--- config.mk ---
export PLATFORM = sky130hd
export DESIGN_NAME = stopwatch_cmd_sched
export DESIGN_NICKNAME = d
export VERILOG_FILES = /design/src/rtl/stopwatch_cmd_sched.sv
export SDC_FILE = /design/constraint.sdc
export NUM_CORES = 1
export LEC_CHECK = 0
export BUFFER_PORTS_ARGS = -buffer_cell sky130_fd_sc_hd__buf_4
export CAP_MARGIN = 20
export CORE_MARGIN = 1
export CORE_UTILIZATION = 35
export DETAILED_ROUTE_END_ITERATION = 10
export PLACE_DENSITY_LB_ADDON = 0.15
export SKIP_CTS_REPAIR_TIMING = 1
export SLEW_MARGIN = 20
export SYNTH_ARGS = -nofsm -noshare
export SYNTH_HDL_FRONTEND = slang
export SYNTH_SLANG_ARGS = --single-unit
--- constraint.sdc ---
create_clock -name Clk -period 5.05 [get_ports Clk]
set_clock_uncertainty 0.15 [all_clocks]
set_input_delay 0 -clock Clk [delete_from_list [all_inputs] [get_ports Clk]]
set_output_delay 0 -clock Clk [all_outputs]
set_load 0.05 [all_outputs]
--- src/rtl/stopwatch_cmd_sched.sv ---
// Front-panel command scheduler: turns button levels into single command tokens,
// arbitrates by fixed priority and adds hold-to-repeat tokens for Up/Down.
module stopwatch_cmd_sched #(
  parameter int DELAY_CYCLES  = 50000000,
  parameter int REPEAT_CYCLES = 10000000,
  parameter int CNT_W         = 26
) (
  input  logic       Clk,
  input  logic       Reset,
  input  logic [3:0] Btn,
  input  logic       CmdReady,
  output logic       CmdValid,
  output logic [1:0] CmdCode,
  output logic       CmdRepeat,
  output logic       RptActive
);

  localparam logic [CNT_W-1:0] DELAY_LOAD  = CNT_W'(DELAY_CYCLES - 1);
  localparam logic [CNT_W-1:0] REPEAT_LOAD = CNT_W'(REPEAT_CYCLES - 1);

  typedef enum logic [1:0] {
    IDLE   = 2'd0,
    DELAY  = 2'd1,
    REPEAT = 2'd2
  } state_t;

  state_t             state_reg, state_next;
  logic [3:0]         btn_q_reg;
  logic [3:0]         pending_reg, pending_next;
  logic [3:0]         rpt_flag_reg, rpt_flag_next;
  logic               valid_reg, valid_next;
  logic [1:0]         code_reg, code_next;
  logic               repeat_reg, repeat_next;
  logic [1:0]         rpt_idx_reg, rpt_idx_next;
  logic [CNT_W-1:0]   timer_reg, timer_next;

  logic [3:0]         rise;
  logic [3:0]         clr_mask;
  logic [3:0]         set_mask;
  logic [3:0]         flag_set;
  logic [3:0]         pending_kept;
  logic               out_free;
  logic               grant;
  logic [1:0]         grant_idx;
  logic               expire;

  assign rise     = Btn & ~btn_q_reg;
  assign out_free = !valid_reg || CmdReady;
  assign grant    = out_free && (pending_reg != 4'b0000);

  // Lowest pending index wins: Clear > StartStop > Up > Down.
  always_comb begin
    grant_idx = 2'd0;
    for (int i = 3; i >= 0; i--) begin
      if (pending_reg[i]) begin
        grant_idx = 2'(i);
      end
    end
  end

  // Output register and repeat tracker next state.
  always_comb begin
    state_next   = state_reg;
    rpt_idx_next = rpt_idx_reg;
    timer_next   = timer_reg;
    valid_next   = valid_reg;
    code_next    = code_reg;
    repeat_next  = repeat_reg;
    clr_mask     = 4'b0000;
    expire       = 1'b0;

    if (out_free) begin
      valid_next = grant;
      if (grant) begin
        code_next   = grant_idx;
        repeat_next = rpt_flag_reg[grant_idx];
        clr_mask[grant_idx] = 1'b1;
      end
    end

    if (grant && (grant_idx == 2'd0)) begin
      // Clear cancels any Up/Down activity, including queued presses.
      state_next    = IDLE;
      timer_next    = '0;
      clr_mask[3:2] = 2'b11;
    end else if (grant && grant_idx[1] && !rpt_flag_reg[grant_idx]) begin
      rpt_idx_next = grant_idx;
      timer_next   = DELAY_LOAD;
      state_next   = DELAY;
    end else if (state_reg != IDLE) begin
      if (!Btn[rpt_idx_reg]) begin
        state_next = IDLE;
        timer_next = '0;
      end else if (timer_reg == '0) begin
        expire     = 1'b1;
        timer_next = REPEAT_LOAD;
        state_next = REPEAT;
      end else begin
        timer_next = timer_reg - CNT_W'(1);
      end
    end
  end

  // A repeat that finds its button still queued is merged, so stalls never pile up.
  always_comb begin
    pending_kept = pending_reg & ~clr_mask;
    flag_set     = 4'b0000;
    if (expire && !pending_kept[rpt_idx_reg]) begin
      flag_set[rpt_idx_reg] = 1'b1;
    end
    set_mask = rise | flag_set;
  end

  // Per-button bookkeeping: a set always beats a clear on the same bit.
  generate
    for (genvar gi = 0; gi < 4; gi++) begin : g_btn
      assign pending_next[gi]  = set_mask[gi] | pending_kept[gi];
      assign rpt_flag_next[gi] = (rpt_flag_reg[gi] | flag_set[gi]) & ~rise[gi];
    end
  endgenerate

  always_ff @(posedge Clk or posedge Reset) begin
    if (Reset) begin
      state_reg    <= IDLE;
      btn_q_reg    <= 4'b1111;
      pending_reg  <= 4'b0000;
      rpt_flag_reg <= 4'b0000;
      valid_reg    <= 1'b0;
      code_reg     <= 2'd0;
      repeat_reg   <= 1'b0;
      rpt_idx_reg  <= 2'd0;
      timer_reg    <= '0;
    end else begin
      state_reg    <= state_next;
      btn_q_reg    <= Btn;
      pending_reg  <= pending_next;
      rpt_flag_reg <= rpt_flag_next;
      valid_reg    <= valid_next;
      code_reg     <= code_next;
      repeat_reg   <= repeat_next;
      rpt_idx_reg  <= rpt_idx_next;
      timer_reg    <= timer_next;
    end
  end

  assign CmdValid  = valid_reg;
  assign CmdCode   = code_reg;
  assign CmdRepeat = repeat_reg;
  assign RptActive = (state_reg != IDLE);

endmodule

# Word level (Yosys, flattened, before mapping)
# Cells that the tools add are included.
# Widths: inputs -> output; s select.
# totals
mem_count	0
input_bits	7
wordCells	89
ram_bits	0
out_inout_bits	5
latchBits	0
romBits	0
reg_bits	46
# classes
n_div	0
n_mux	33
n_lt_le_gt_ge	4
add_sub_neg	1
n_bitwise	22
n_reduce_logical	19
mul	0
shift	0
eq_ne	1
# op_table
cell	n
$mux 26	5
$logic_not 26->1	1
$sub 26x1->26 const B	1
$mux 2	10
$mux 4	3
$mux 1	10
$and 4x4->4	2
$not 4->4	2
$or 1x1->1	8
$logic_and 1x1->1	7
$bmux 1 s2	3
$lt 2x3->1 const B	2
$reduce_and 2->1	3
$not 1->1	5
$and 1x1->1	4
$demux 1 s2	2
$ge 2x1->1 const B	2
$ne 4x3->1 const B	1
$or 4x4->4	1
$reduce_bool 4->1	1
$logic_not 1->1	3
$reduce_bool 3->1	1
$logic_not 2->1	1
$reduce_bool 2->1	1
$logic_or 1x1->1	1

# Logic depth before layout (Yosys ltp)
# Gate-level depths: netlist of run 1.
# depth
ltp_word	20
mapped_depth	8
mapped_depth_nobuf	7

# Least setup slack after synthesis of run 1
# OpenSTA, ideal clock, no wires.
# synth_path
kind	flip-flop to flip-flop
startpoint	register valid_reg (netlist: CmdValid)
endpoint	register rpt_flag_reg[0]
slack_ps	2767
arrival_time_ps	2042
t_required_ps	4808
path_buffers	1
setup_ps	92
period_less_slack_ps	2283
path_stages_with_launch	7
cell_sequence	dfrtp_1 -> nor2b_1 -> clkbuf_1 -> nor2_1 -> and4_1 -> or4_4 -> o31ai_2
# synth_via
elab_chain_cells	15
elab_cells_between_ends	20
classes_between	mux: 8; bitwise: 4; reduce/logical: 8
# synth_rtl
element	line_no	text
start: declaration	31	logic valid_reg, valid_next;
start signal: assignment	138	valid_reg <= valid_next;
$logic_not 1->1 (*)	48	assign out_free = !valid_reg || CmdReady;
$logic_or 1x1->1 (*)	48	
$logic_and 1x1->1	49	assign grant = out_free && (pending_reg != 4'b0000);
$mux 4	74	if (grant) begin
$mux 4	72	if (out_free) begin
$mux 2	81	if (grant && (grant_idx == 2'd0)) begin
$not 4->4	106	pending_kept = pending_reg & ~clr_mask;
$and 4x4->4	106	
$bmux 1 s2	108	if (expire && !pending_kept[rpt_idx_reg]) begin
$mux 1 (not written as such)	108	
$logic_not 1->1	108	
$logic_and 1x1->1 (*)	108	
$mux 4 (*)	108	
$or 1x1->1 (*)	118	assign rpt_flag_next[gi] = (rpt_flag_reg[gi] | flag_set[gi]) & ~rise[gi];
$and 1x1->1 (*)	118	
via rpt_flag_next[0]	30	logic [3:0] rpt_flag_reg, rpt_flag_next;
end signal: assignment	137	rpt_flag_reg <= rpt_flag_next;
end: declaration	30	
# The timed path passes the listed nets; every way through them passes the cells marked *. The select of a mux whose other input is x is not followed.
# A chain may end at the register's enable or synchronous reset.

# Worst setup path after layout of run 1
# layout_path
startpoint	register timer_reg[0]
endpoint	register rpt_flag_reg[0]
# layout_via
elab_chain_cells	10
# layout_rtl
element	line_no	text
start: declaration	35	logic [CNT_W-1:0] timer_reg, timer_next;
start signal: assignment	142	timer_reg <= timer_next;
$logic_not 26->1	94	end else if (timer_reg == '0) begin
$mux 1	94	
$mux 1	91	if (!Btn[rpt_idx_reg]) begin
$mux 1	90	end else if (state_reg != IDLE) begin
$mux 1	86	end else if (grant && grant_idx[1] && !rpt_flag_reg[grant_idx]) begin
$mux 1	81	
$logic_and 1x1->1	108	
$mux 4	108	
$or 1x1->1	118	
$and 1x1->1	118	
via rpt_flag_next[0]	30	
# The timed path passes the listed nets, and every way through them passes these cells.

==> metrics.txt, run 1 <==
area growth from synthesis to layout 12.5%; Seq/Total Area, Yosys 43.7%; vias per std cell 5.83; max reg flops 26; routed len/inst 17.5 um; Synth Area in XOR/XNOR 1.32%; Max Freq 386 MHz; drt pass-1 iters 5; Core Area 7290 um^2; DRT antenna net count 0; antenna diode count 0; Initial Util 36.3%; largest area contributor in the netlist dfrtp_1; Reg2Reg Setup Slack 2460 ps; slew at the pin with the worst max-slew slack 886 ps; CTS tree yes; final HPWL from detailed placement 4790 um; Syn. warnings 0; mux share of post-synthesis cell area 2.03%; Filler cells 755; Synth Area in Adders 0.473%; Synth top area share 39.7%; htree depth 2; layout cell share with drive strength beyond 1 14.9%; CP arrival 2650 ps; RD Place Congestion 0.880; die height 88.9 um; CP startpoint kind register; crit path max fanout 7; Pleak 1.21 nW; Power Density 466 nW/um^2; count of input and output buffers 11; Critical Path Source timer_reg[0]$_DFFE_PP0P_; die area 7910 um^2; complex-gate fraction of the synthesized area 23.4%; Hold Vio Cnt, Final 0; worst-case reg-to-reg path depth 7; clock slew at reported path FFs 90 ps; largest family of logic cells by synthesized area simple AND/OR/NAND/NOR gates; RR Startpoint timer_reg[0]$_DFFE_PP0P_; clock buffer count from CTS 5; first-pass GRT wire length 11200 um; status finished, final reports clean; Yosys reg bits 46; slowest stage delay, CP 510 ps; commonest non-fill, non-tap cell in the layout dfrtp_1; Tot GR Track Use 19.0%; Mapped Nets 296; pin count of the biggest net entering global routing 47; ys async rst share 100%; CP Class reg -> reg; Worst Hold Depth 3; io pins 12; top cells by area, synth dfrtp_1, a21oi_1, dfstp_2; Synth Area in Simple Gates 25.7%; Post-Syn Instances 288; Hold EP CmdCode[0]$_DFFE_PP0P_; clock root buffer clkbuf_8; number of global-route vias before repair 2119; FP Rows 31; Post-Syn Area 2650 um^2; most frequent cells in the layout dfrtp_1, nor2_1, a21oi_1, nand2_1, o21ai_0; DRC viols 0; EDFF count, synth 0; Max VDD drop 0.000229 V; initial antenna violation count 0; Final nets 310; final worst-path setup slack 2460 ps; worst hold path class in -> reg; Syn Area/Cell 9.18 um^2; Worst Setup End Kind register; hold_sp CmdReady; via count 2344; worst path required time 5110 ps; Tcrit/Tclk final 51.3%; Place WS 2500 ps; Horiz. Die Dim 88.9 um; final setup violating endpoints 0; clock sink count 46; clock period minus worst slack 2590 ps; critical-path cell list inv_1 > ha_1 > nor4b_2 > and4_1 > nand3_2 > or4_4 > o31ai_2; number of max-cap violations 0; setup TNS 0 ps; main flop type after synthesis dfrtp_1; register area 1160 um^2; area of the multi-input gates 1400 um^2; Bufs on Longest Clock Path 2; worst reg2reg path endpoint rpt_flag_reg[0]$_DFF_PP0_; Synth cell types 65; Clock Latency Late Sink 300 ps; GRT Residual Overflow 0; fin. max-slew vios 0; unrepaired setup endpoints after global routing false; Initial DRC Count 265; slowest stage cell, crit path or4_4; hold_ws 38.0 ps; total wire length 7030 um; Max-slew headroom 40.7%
how the worst max path moves through the flow:
stage | end | slack (ps) | cells after the start
finish | rpt_flag_reg[0]$_DFF_PP0_ | 2460 | 7
global route | timer_reg[10]$_DFFE_PP0P_ | 2210 | 5
CTS | rpt_flag_reg[0]$_DFF_PP0_ | 2480 | 7
detailed placement | rpt_flag_reg[0]$_DFF_PP0_ | 2500 | 7
global placement | timer_reg[13]$_DFFE_PP0P_ | 2520 | 7
floorplan | rpt_flag_reg[0]$_DFF_PP0_ | 2770 | 6
kinds of logic after synthesis:
logic type      after synthesis
flops                        46
xor+xnor                      4
buf+inv                      22
fa+ha+maj                     1
simple gates                117
mux                           4
compound gates               94
routing by layer:
metal,vias up,global-route usage [%],wire (um)
met4,0,7.07,107
li1,1127,-,-
met1,1130,28.9,3440
met5,-,0,0
met2,74,26.8,3100
met3,13,3.23,372
layout make-up:
| type | count | share of cell area (%) |
|---|---|---|
| clock buffers | 6 | 2.44 |
| repair buffers | 17 | 4.71 |
| flip-flops and latches | 46 | 38.8 |
| well taps | 99 | 4.16 |
| inverters | 12 | 1.56 |
| clock inverters | 2 | 1.26 |
| multi-input cells | 220 | 47.0 |
critical path: cells and delay by family (launching register included):
family / cells / cell delay, ps
adder cells (fa/ha/maj): 1 / 220
AND/OR/NAND/NOR: 4 / 1430
flip-flops: 1 / 420
AO/OA/AOI/OAI: 1 / 190
buffers and inverters: 1 / 100
through the flow:
| stage | util [%] | cell area (um^2) | cells | power [W] |
|---|---|---|---|---|
| after floorplan | - | 2650 | 288 | 0.000964 |
| after global placement | 38.6 | 2820 | 389 | 0.00111 |
| after detailed placement | 38.6 | 2820 | 389 | 0.00111 |
| after CTS | 40.1 | 2930 | 397 | 0.00139 |
| after global routing | 40.8 | 2980 | 402 | 0.00148 |
| final | 40.8 | 2980 | 402 | 0.00139 |
power by group:
part | switching, W | total, W | internal, W
clock network | 0.000127 | 0.000275 | 0.000148
logic | 0.000340 | 0.000544 | 0.000204
registers | 0.000116 | 0.000567 | 0.000452
total | 0.000583 | 0.00139 | 0.000804
synth_stat cells, types with 3 or more instances:
library cell,n
dfrtp_1,42
nor2_1,28
a21oi_1,23
nand2_1,23
o21ai_0,21
inv_1,11
nand3_1,10
a31oi_1,9
clkbuf_1,7
nand4_1,7
nor3_1,7
nor4_1,5
or3_1,5
dfstp_2,4
o22ai_1,4
a21o_1,3
a221oi_1,3
and3_1,3
and4_1,3
nand2b_1,3
nor2b_1,3
o211ai_1,3
o21ai_1,3
o31ai_1,3
or4_1,3
xnor2_1,3
Note: power is estimated with default switching activity, not from simulation.
==> run 2, diff against run 1 <==
--- a/config.mk
+++ b/config.mk
@@ -5,6 +5,7 @@
 export SDC_FILE = /design/constraint.sdc
 export NUM_CORES = 1
 export LEC_CHECK = 0
+export ABC_AREA = 1
 export BUFFER_PORTS_ARGS = -buffer_cell sky130_fd_sc_hd__buf_4
 export CAP_MARGIN = 20
 export CORE_MARGIN = 1
==> constraint.sdc (replaced) <==
create_clock -name Clk -period 2.55 [get_ports Clk]
set_clock_uncertainty 0.15 [all_clocks]
set_input_delay 0 -clock Clk [delete_from_list [all_inputs] [get_ports Clk]]
set_output_delay 0 -clock Clk [all_outputs]
set_load 0.05 [all_outputs]
==> metrics.txt, run 2 <==
RD Place Congestion 0.895 (+1.7%); routed len/inst 13.7 um (-22%); Max VDD drop 0.000376 V (+64%); slew at the pin with the worst max-slew slack 805 ps (-81.3 ps); DRC viols 0 (unchanged); initial antenna violation count 0 (unchanged); Synth top area share 35.9% (-3.8 points); Initial DRC Count 118 (-55%); complex-gate fraction of the synthesized area 8.97% (-14 points); Synth Area in Adders 0.427% (-0.046 points); unrepaired setup endpoints after global routing false; antenna diode count 0 (unchanged); mux share of post-synthesis cell area 0% (-2.0 points); FP Rows 32 (+3.2%); Post-Syn Instances 397 (+38%); final setup violating endpoints 0 (unchanged); htree depth 2 (unchanged); Post-Syn Area 2930 um^2 (+11%); largest area contributor in the netlist dfrtp_1; vias per std cell 4.73 (-19%); Final nets 429 (+38%); pin count of the biggest net entering global routing 46 (-2.1%); number of global-route vias before repair 2347 (+11%); Placed Area 3120 um^2 (+11%); Power Density 1240 nW/um^2 (+170%); DRT antenna net count 0 (unchanged); setup TNS 0 ps (unchanged); Synth cell types 33 (-49%); drt pass-1 iters 4 (-1); Tot GR Track Use 18.0% (-0.94 points); worst hold path class in -> reg; GRT Residual Overflow 0 (unchanged); first-pass GRT wire length 12100 um (+7.4%); Seq/Total Area, Yosys 39.5% (-4.2 points); Max Freq 461 MHz (+19%); die area 8730 um^2 (+10%); Tcrit/Tclk final 85.1% (+34 points); Syn Area/Cell 7.37 um^2 (-20%); final HPWL from detailed placement 5330 um (+11%); number of max-cap violations 0 (unchanged); commonest non-fill, non-tap cell in the layout nand2_1; clock sink count 46 (unchanged); design area 3270 um^2 (+9.9%); clock period minus worst slack 2170 ps (-419 ps); largest family of logic cells by synthesized area simple AND/OR/NAND/NOR gates; die height 93.5 um (+5.1%); Core Area 7930 um^2 (+8.7%); Max-slew headroom 46.3% (+5.6 points); Initial Util 36.9% (+0.66 points); via count 2481 (+5.8%); Bufs on Longest Clock Path 2 (unchanged); io pins 12 (unchanged); Mapped Nets 405 (+37%); Syn. warnings 0 (unchanged); count leader, synth nand2_1; layout cell share with drive strength beyond 1 22.0% (+7.2 points); Synth Area in Simple Gates 38.8% (+13 points); fin. max-slew vios 0 (unchanged); max reg flops 26 (unchanged); clock slew at reported path FFs 90 ps (about the same); Worst Setup End Kind register; EDFF count, synth 0 (unchanged); ys async rst share 100% (unchanged); CP arrival 2220 ps (-430 ps); status finished, final reports clean; Post-synth top cells nand2_1, nor2_1, dfrtp_1; clock buffer count from CTS 5 (unchanged); count of input and output buffers 11 (unchanged); Clock Latency Late Sink 310 ps (about the same); Yosys reg bits 46 (unchanged); Filler cells 862 (+14%); Horiz. Die Dim 93.5 um (+5.1%); worst path required time 2600 ps (-2510 ps); Synth Area in XOR/XNOR 3.89% (+2.6 points); most frequent cells in the layout nand2_1, nor2_1, dfrtp_1, inv_1, nand2_2; top cells by area, synth dfrtp_1, nand2_1, nor2_1; CP Class reg -> reg; area growth from synthesis to layout 11.8%; CTS tree yes; total wire length 7160 um (+1.9%); CP startpoint kind register; Pleak 1.65 nW (+36%); main flop type after synthesis dfrtp_1; clock root buffer clkbuf_8; crit path max fanout 6 (-1); Hold Vio Cnt, Final 0 (unchanged)
-- run 2: logic make-up after synthesis --
family,after synthesis
AOI/OAI and AO/OA,47
xor gates and xnor gates,13
adders and majority gates,1
buffers and inverters,53
DFF,46
and+or+nand+nor,237
-- run 2: worst max-delay path: stages (launching register included) --
cell and delay (ps):
dfrtp_1 380, inv_1 90, ha_1 170, inv_1 40, nor2_1 110, nand2_1 140, nor2_4 180, nand2_2 110
nor2_4 200, nor2_4 90, inv_2 100, nor2_4 60, nor2_1 150, nor2_1 70
-- run 2: final cells by class --
cell class,instances,area [um^2],share of cell area [%]
Multi-Input combinational cell,298,1530,46.7
Sequential cell,46,1160,35.3
Clock inverter,3,21.3,0.650
Clock buffer,5,68.8,2.10
Timing Repair Buffer,22,180,5.51
Inverter,48,191,5.85
Tap cell,102,128,3.90
-- run 2: power breakdown --
group	switching [W]	internal, W
clock network	0.000277	0.000193
registers	0.000184	0.000924
logic	0.00173	0.000766
total	0.00219	0.00188
-- run 2: path summary, 6_finish.rpt --
kind,from,to,cells past startpoint,slack (ps)
max in group asynchronous,Reset,btn_q_reg[1]$_DFF_PP1_,4,1400
min in group asynchronous,Reset,timer_reg[6]$_DFFE_PP0P_,3,230
max reg2reg,timer_reg[0]$_DFFE_PP0P_,timer_reg[24]$_DFFE_PP0P_,13,380
min,Btn[0],btn_q_reg[0]$_DFF_PP1_,2,210
max,timer_reg[0]$_DFFE_PP0P_,timer_reg[24]$_DFFE_PP0P_,13,380
min reg2reg,CmdCode[1]$_DFFE_PP0P_,CmdCode[1]$_DFFE_PP0P_,2,340
-- run 2: stage by stage --
stage	cells	power, W	util, %	hold slack [ps]	setup slack [ps]
2_1_floorplan	397	0.00312	-	-146	549
3_3_place_gp	510	0.00361	39.4	-20.7	426
3_5_place_dp	510	0.00361	39.4	-17.2	388
4_1_cts	518	0.00409	40.5	-349	366
5_1_grt	524	0.00445	41.3	211	182
6_report	524	0.00407	41.3	212	379
-- run 2: per-layer routing --
| metal | part of all wire, % | up-vias | GRT usage (%) |
|---|---|---|---|
| met5 | 0 | - | 0 |
| met2 | 45 | 22 | 28.3 |
| met4 | 0.96 | 0 | 4.36 |
| met1 | 52 | 1157 | 26.2 |
| li1 | - | 1296 | - |
| met3 | 2.0 | 6 | 2.20 |
